--- src/rtl/game_ctrl.sv ---
// game_ctrl: central sequencer for the dinosaur runner.
// Runs the IDLE/RUN/DEAD state machine. In RUN it counts frames into score
// points and score points into speed steps. It latches dinosaur/obstacle pixel
// overlap and ends the game at the closing frame tick. It also keeps the high
// score. Frame timing is taken from the falling edge of the VGA vertical sync.
module game_ctrl #(
    parameter int         FRAMES_PER_POINT = 6,
    parameter int         POINTS_PER_SPEED = 50,
    parameter logic [3:0] SPEED_INIT       = 4'd1,
    parameter logic [3:0] SPEED_MAX        = 4'd12,
    parameter int         DEAD_HOLD        = 60
) (
    input  logic        CLK,
    input  logic        RESET,
    input  logic        START,
    input  logic        vs,
    input  logic        px_dinosaur,
    input  logic        px_obstacle,
    output logic        game_status,
    output logic        game_over,
    output logic [3:0]  speed,
    output logic [15:0] score,
    output logic [15:0] high_score
);

    // Counter widths; guarded so a parameter of 1 still yields a 1-bit counter.
    localparam int FW = (FRAMES_PER_POINT > 1) ? $clog2(FRAMES_PER_POINT) : 1;
    localparam int PW = (POINTS_PER_SPEED > 1) ? $clog2(POINTS_PER_SPEED) : 1;
    // The dead counter must be able to hold DEAD_HOLD itself.
    localparam int DW = $clog2(DEAD_HOLD + 1);

    typedef enum logic [1:0] {
        ST_IDLE = 2'd0,
        ST_RUN  = 2'd1,
        ST_DEAD = 2'd2
    } state_t;

    state_t          state_reg;
    logic            start_q;
    logic            vs_q;
    logic            hit_flag_reg;
    logic [FW-1:0]   frame_cnt_reg;
    logic [PW-1:0]   pt_cnt_reg;
    logic [DW-1:0]   dead_cnt_reg;

    logic start_rise;
    logic frame_tick;
    logic hit_now;
    logic dead_release;
    logic go_run;

    // Edge detection, overlap detection and the restart condition.
    always_comb begin
        start_rise   = START & ~start_q;
        frame_tick   = vs_q & ~vs;
        hit_now      = px_dinosaur & px_obstacle;
        dead_release = (dead_cnt_reg == DW'(DEAD_HOLD));
        go_run       = start_rise &
                       ((state_reg == ST_IDLE) ||
                        ((state_reg == ST_DEAD) && dead_release));
    end

    // Game state machine with registered outputs, counters and score keeping.
    always_ff @(posedge CLK) begin
        if (RESET) begin
            state_reg     <= ST_IDLE;
            // Reset the edge detectors high so a level held through reset
            // produces no pulse on the first cycle.
            start_q       <= 1'b1;
            vs_q          <= 1'b1;
            hit_flag_reg  <= 1'b0;
            frame_cnt_reg <= '0;
            pt_cnt_reg    <= '0;
            dead_cnt_reg  <= '0;
            game_status   <= 1'b0;
            game_over     <= 1'b0;
            speed         <= SPEED_INIT;
            score         <= 16'd0;
            high_score    <= 16'd0;
        end else begin
            start_q <= START;
            vs_q    <= vs;

            if (go_run) begin
                // Start from IDLE, or restart from DEAD after the hold time.
                state_reg     <= ST_RUN;
                game_status   <= 1'b1;
                game_over     <= 1'b0;
                score         <= 16'd0;
                frame_cnt_reg <= '0;
                pt_cnt_reg    <= '0;
                dead_cnt_reg  <= '0;
                hit_flag_reg  <= 1'b0;
                speed         <= SPEED_INIT;
            end else begin
                case (state_reg)
                    ST_RUN: begin
                        if (frame_tick) begin
                            hit_flag_reg <= 1'b0;
                            if (hit_flag_reg || hit_now) begin
                                // A collision takes priority over the score step.
                                state_reg    <= ST_DEAD;
                                game_status  <= 1'b0;
                                game_over    <= 1'b1;
                                dead_cnt_reg <= '0;
                                if (score > high_score) begin
                                    high_score <= score;
                                end
                            end else if (frame_cnt_reg == FW'(FRAMES_PER_POINT - 1)) begin
                                frame_cnt_reg <= '0;
                                if (score != 16'hFFFF) begin
                                    score <= score + 16'd1;
                                end
                                if (pt_cnt_reg == PW'(POINTS_PER_SPEED - 1)) begin
                                    pt_cnt_reg <= '0;
                                    if (speed < SPEED_MAX) begin
                                        speed <= speed + 4'd1;
                                    end
                                end else begin
                                    pt_cnt_reg <= pt_cnt_reg + PW'(1);
                                end
                            end else begin
                                frame_cnt_reg <= frame_cnt_reg + FW'(1);
                            end
                        end else begin
                            hit_flag_reg <= hit_flag_reg | hit_now;
                        end
                    end
                    ST_DEAD: begin
                        hit_flag_reg <= 1'b0;
                        if (frame_tick && !dead_release) begin
                            dead_cnt_reg <= dead_cnt_reg + DW'(1);
                        end
                    end
                    default: begin
                        hit_flag_reg <= 1'b0;
                        state_reg    <= ST_IDLE;
                    end
                endcase
            end
        end
    end

endmodule

--- config.mk ---
export PLATFORM = sky130hd
export DESIGN_NAME = game_ctrl
export DESIGN_NICKNAME = d
export VERILOG_FILES = /design/src/rtl/game_ctrl.sv
export SDC_FILE = /design/constraint.sdc
export NUM_CORES = 1
export LEC_CHECK = 0
export ABC_AREA = 1
export BUFFER_PORTS_ARGS = -buffer_cell sky130_fd_sc_hd__buf_2
export CAP_MARGIN = 20
export CORE_UTILIZATION = 52
export CTS_CLUSTER_SIZE = 10
export DETAILED_ROUTE_END_ITERATION = 10
export PLACE_DENSITY = 0.83
export SLEW_MARGIN = 20
export SYNTH_ARGS = -nofsm -noshare
export SYNTH_HDL_FRONTEND = slang
export SYNTH_SLANG_ARGS = --single-unit
--- constraint.sdc ---
create_clock -name CLK -period 1.75 [get_ports CLK]
set_input_delay 0.2625 -clock CLK [delete_from_list [all_inputs] [get_ports CLK]]
set_output_delay 0.2625 -clock CLK [all_outputs]
set_load 0.02 [all_outputs]
==> impl_metrics.yaml <==
drt:
  via_count: 3834
  wl_per_cell_um: 17.4
  firstDrtPassIters: 6
  drt-vias-per-instance: 5.88
  drt_iter0_drc: 403
  drc: 0
  drt-total-wl_um: 11400
  antenna_left: 0
synth:
  yosysWarnings: 0
  async_reset_ff_share_pct: 0
  ys_seq_elements: 58
  synthTopCellsByArea: "dfxtp_1, nand2_1, ha_1"
  syn_inst: 472
  synth_nets: 500
  synth_ff_type: "dfxtp_1"
  synth_edf_count: 0
  yosysTopAreaCell: "dfxtp_1"
  syn_area_mm2: 0.00338
  synth_cell_types: 33
  synth_top_cell_area_share_pct: 34.4
  syn_avg_cell_area_um2: 7.15
  seq_area_frac_synth_pct: 34.4
die:
  core_mm2: 0.00610
  die_w_um: 82.6
  initial_core_util_pct: 55.4
  ios: 44
  fp.dieH_um: 82.6
  die-area_mm2: 0.00682
  std_cell_rows: 28
grt:
  grt_max_degree: 33
  first_global_vias: 3276
  groute.usage.overall_pct: 29.5
  antenna_found_initial: 0
  grt_pass1_wl_um: 15000
  overflow: 0
critical_path:
  worstSetupEndpointType: "flip-flop"
  worst_setup_path_start_kind: "flip-flop"
  cp.arrival_ns: 2.18
  required_ns: 2.00
  critical_path_class: "flip-flop to flip-flop"
  worstPathMaxFanout: 8
timing:
  final_hold_viol_count: 0
  setup_tns_ns: -2.22
  fin_crit_sh_pct: 110
  fin_skew_ns: 0.00774
  max_freq_ghz: 0.519
  tightest_slew_ns: 0.374
  fin_crit_ns: 1.93
  relSlewSlack_pct: 75.0
  hold_slack_ns: 0.0801
  rsz0062_at_grt: "true"
  setup_slack_ns: -0.178
  finalSetupViolCount: 21
  slew_viol_final: 0
cts:
  insertion_delay_ns: 0.36
  clock-sinks: 58
  root_buffer: "clkbuf_8"
  cts_buffers: 9
  clock_path_buffers: 2
  cts_tree: "built"
  path_clk_slew_ns: 0.08
  htreeDepth: 3
  ctsHoldBuffers: 0
placed_design:
  gp_congestion: 0.910
  portBuffers: 43
  dp_hpwl_um: 6070
  place_area_mm2: 0.00398
finish:
  post-route-util_pct: 76.5
  fin_nets: 600
  final_layout_size_suffix_gt1_share_pct: 39.2
  multi_input_area_mm2: 0.00225
  reg.largest.list: "high_score (16), score (16)"
  synthToLayoutAreaGrowth_pct: 38.1
  fillers: 383
  fin_area_mm2: 0.00466
  antennaDiodeCount: 0
  regArea_mm2: 0.00118
status:
  violations: "setup timing"
  status: "finished with violations"
pwr:
  power_density_mw_per_mm2: 590
  ir_worst_vdd_uv: 702
  leakage_nw: 1.93
flow_run:
  maxCapViolations: 0
hold_path:
  min_path_type: "primary input to flip-flop"
[area by class of cell]
type                       count  area share [%]
timing repair buffer          98            15.2
clock inverter                 6            1.42
inverter                      59            4.75
sequential                    58            25.4
clock buffer                  10            2.95
tap                           75            2.01
multi-input combinational    346            48.3
[through the flow]
stage                     power [mW]  std cells  setup WS (ns)
after floorplan                 1.42        472         0.0254
after global placement          1.45        625         -0.410
after detailed placement        1.46        625         -0.540
after CTS                       2.72        646        -0.0114
after global routing            2.82        652         -0.223
final                           2.75        652         -0.178
[synth_stat cells (2+ instances only)]
cell	n
nand2_1	104
dfxtp_1	58
nand3_1	53
inv_1	51
nor2_1	48
a21oi_1	45
ha_1	22
xor2_1	17
a21oi_2	11
nand4_1	9
inv_2	6
clkbuf_1	5
buf_4	4
nand2_2	4
buf_2	3
nor2_4	3
nor3_1	3
xnor2_1	3
a21o_1	2
clkinv_1	2
nand3_4	2
nor2_2	2
nor3_2	2
o21a_1	2
o21ai_0	2
or2_2	2
[final timing paths]
check | startpoint | end | cells past startpoint | slack [ns]
worst min-delay path | vs | vs_q | 3 | 0.08
worst max register to register | score[7] | high_score[8] | 10 | -0.18
worst min register to register | game_status | game_status | 2 | 0.46
worst max-delay path | score[7] | high_score[8] | 10 | -0.18
[cell families after synthesis]
logic type / Yosys count / synth area share [%]
simple gates: 237 / 32.4
buf+inv: 72 / 8.90
compound gates: 63 / 10.9
flops: 58 / 34.4
fa+ha+maj: 22 / 8.15
xor+xnor: 20 / 5.19
[critical path, stage by stage, from the launching register on]
cell and delay, ns:
dfxtp_1 0.50, ha_4 0.27, nand2_4 0.07, nor2_4 0.04, nand4_1 0.20, nor2_4 0.06, buf_12 0.14, nor2_4 0.25
nand3_1 0.14, nand2_1 0.10, nor2_1 0.04
[metal layers]
metal	up-vias	wire, µm	track usage (%)
met3	75	1050	6.92
met1	1783	4190	34.7
li1	1741	-	-
met2	235	5500	50.7
met5	-	0	0
met4	0	626	13.3
[placed cells by master (no fill, tap or decap), types with 2 or more instances in the layout]
master      count
nor2_1         44
ha_1           12
nand4_1         9
buf_12          3
inv_1          44
nand2_1        92
xor2_1         17
nor3_2          2
nor3_1          3
buf_6           2
nand3_2         8
nand2_2        14
dfxtp_2        17
nor2_2          2
clkinv_1        2
or2_2           2
a21oi_1        29
nor2_4         10
dfxtp_1        41
nand2_4         3
a21o_1          2
a21oi_2        27
buf_4          48
buf_2          43
nand3_1        45
o21a_1          2
nand3_4         3
clkbuf_16       2
clkbuf_8       10
inv_2          13
clkinvlp_4      3
xnor2_1         3
ha_4            9
[where the power goes]
group / internal [mW] / switching, mW
Clock: 0.695 / 0.619
Combinational: 0.0309 / 0.0747
Sequential: 1.32 / 0.00328
[what timing repair did]
action,4_1_cts,5_1_grt
pin swaps,18,25
endpoints found under the setup margin,32,33
gates cloned,3,4
gates resized for setup,20,65
hold endpoints to repair,0,0
setup buffers,2,2
(Power assumes the default switching activity.)
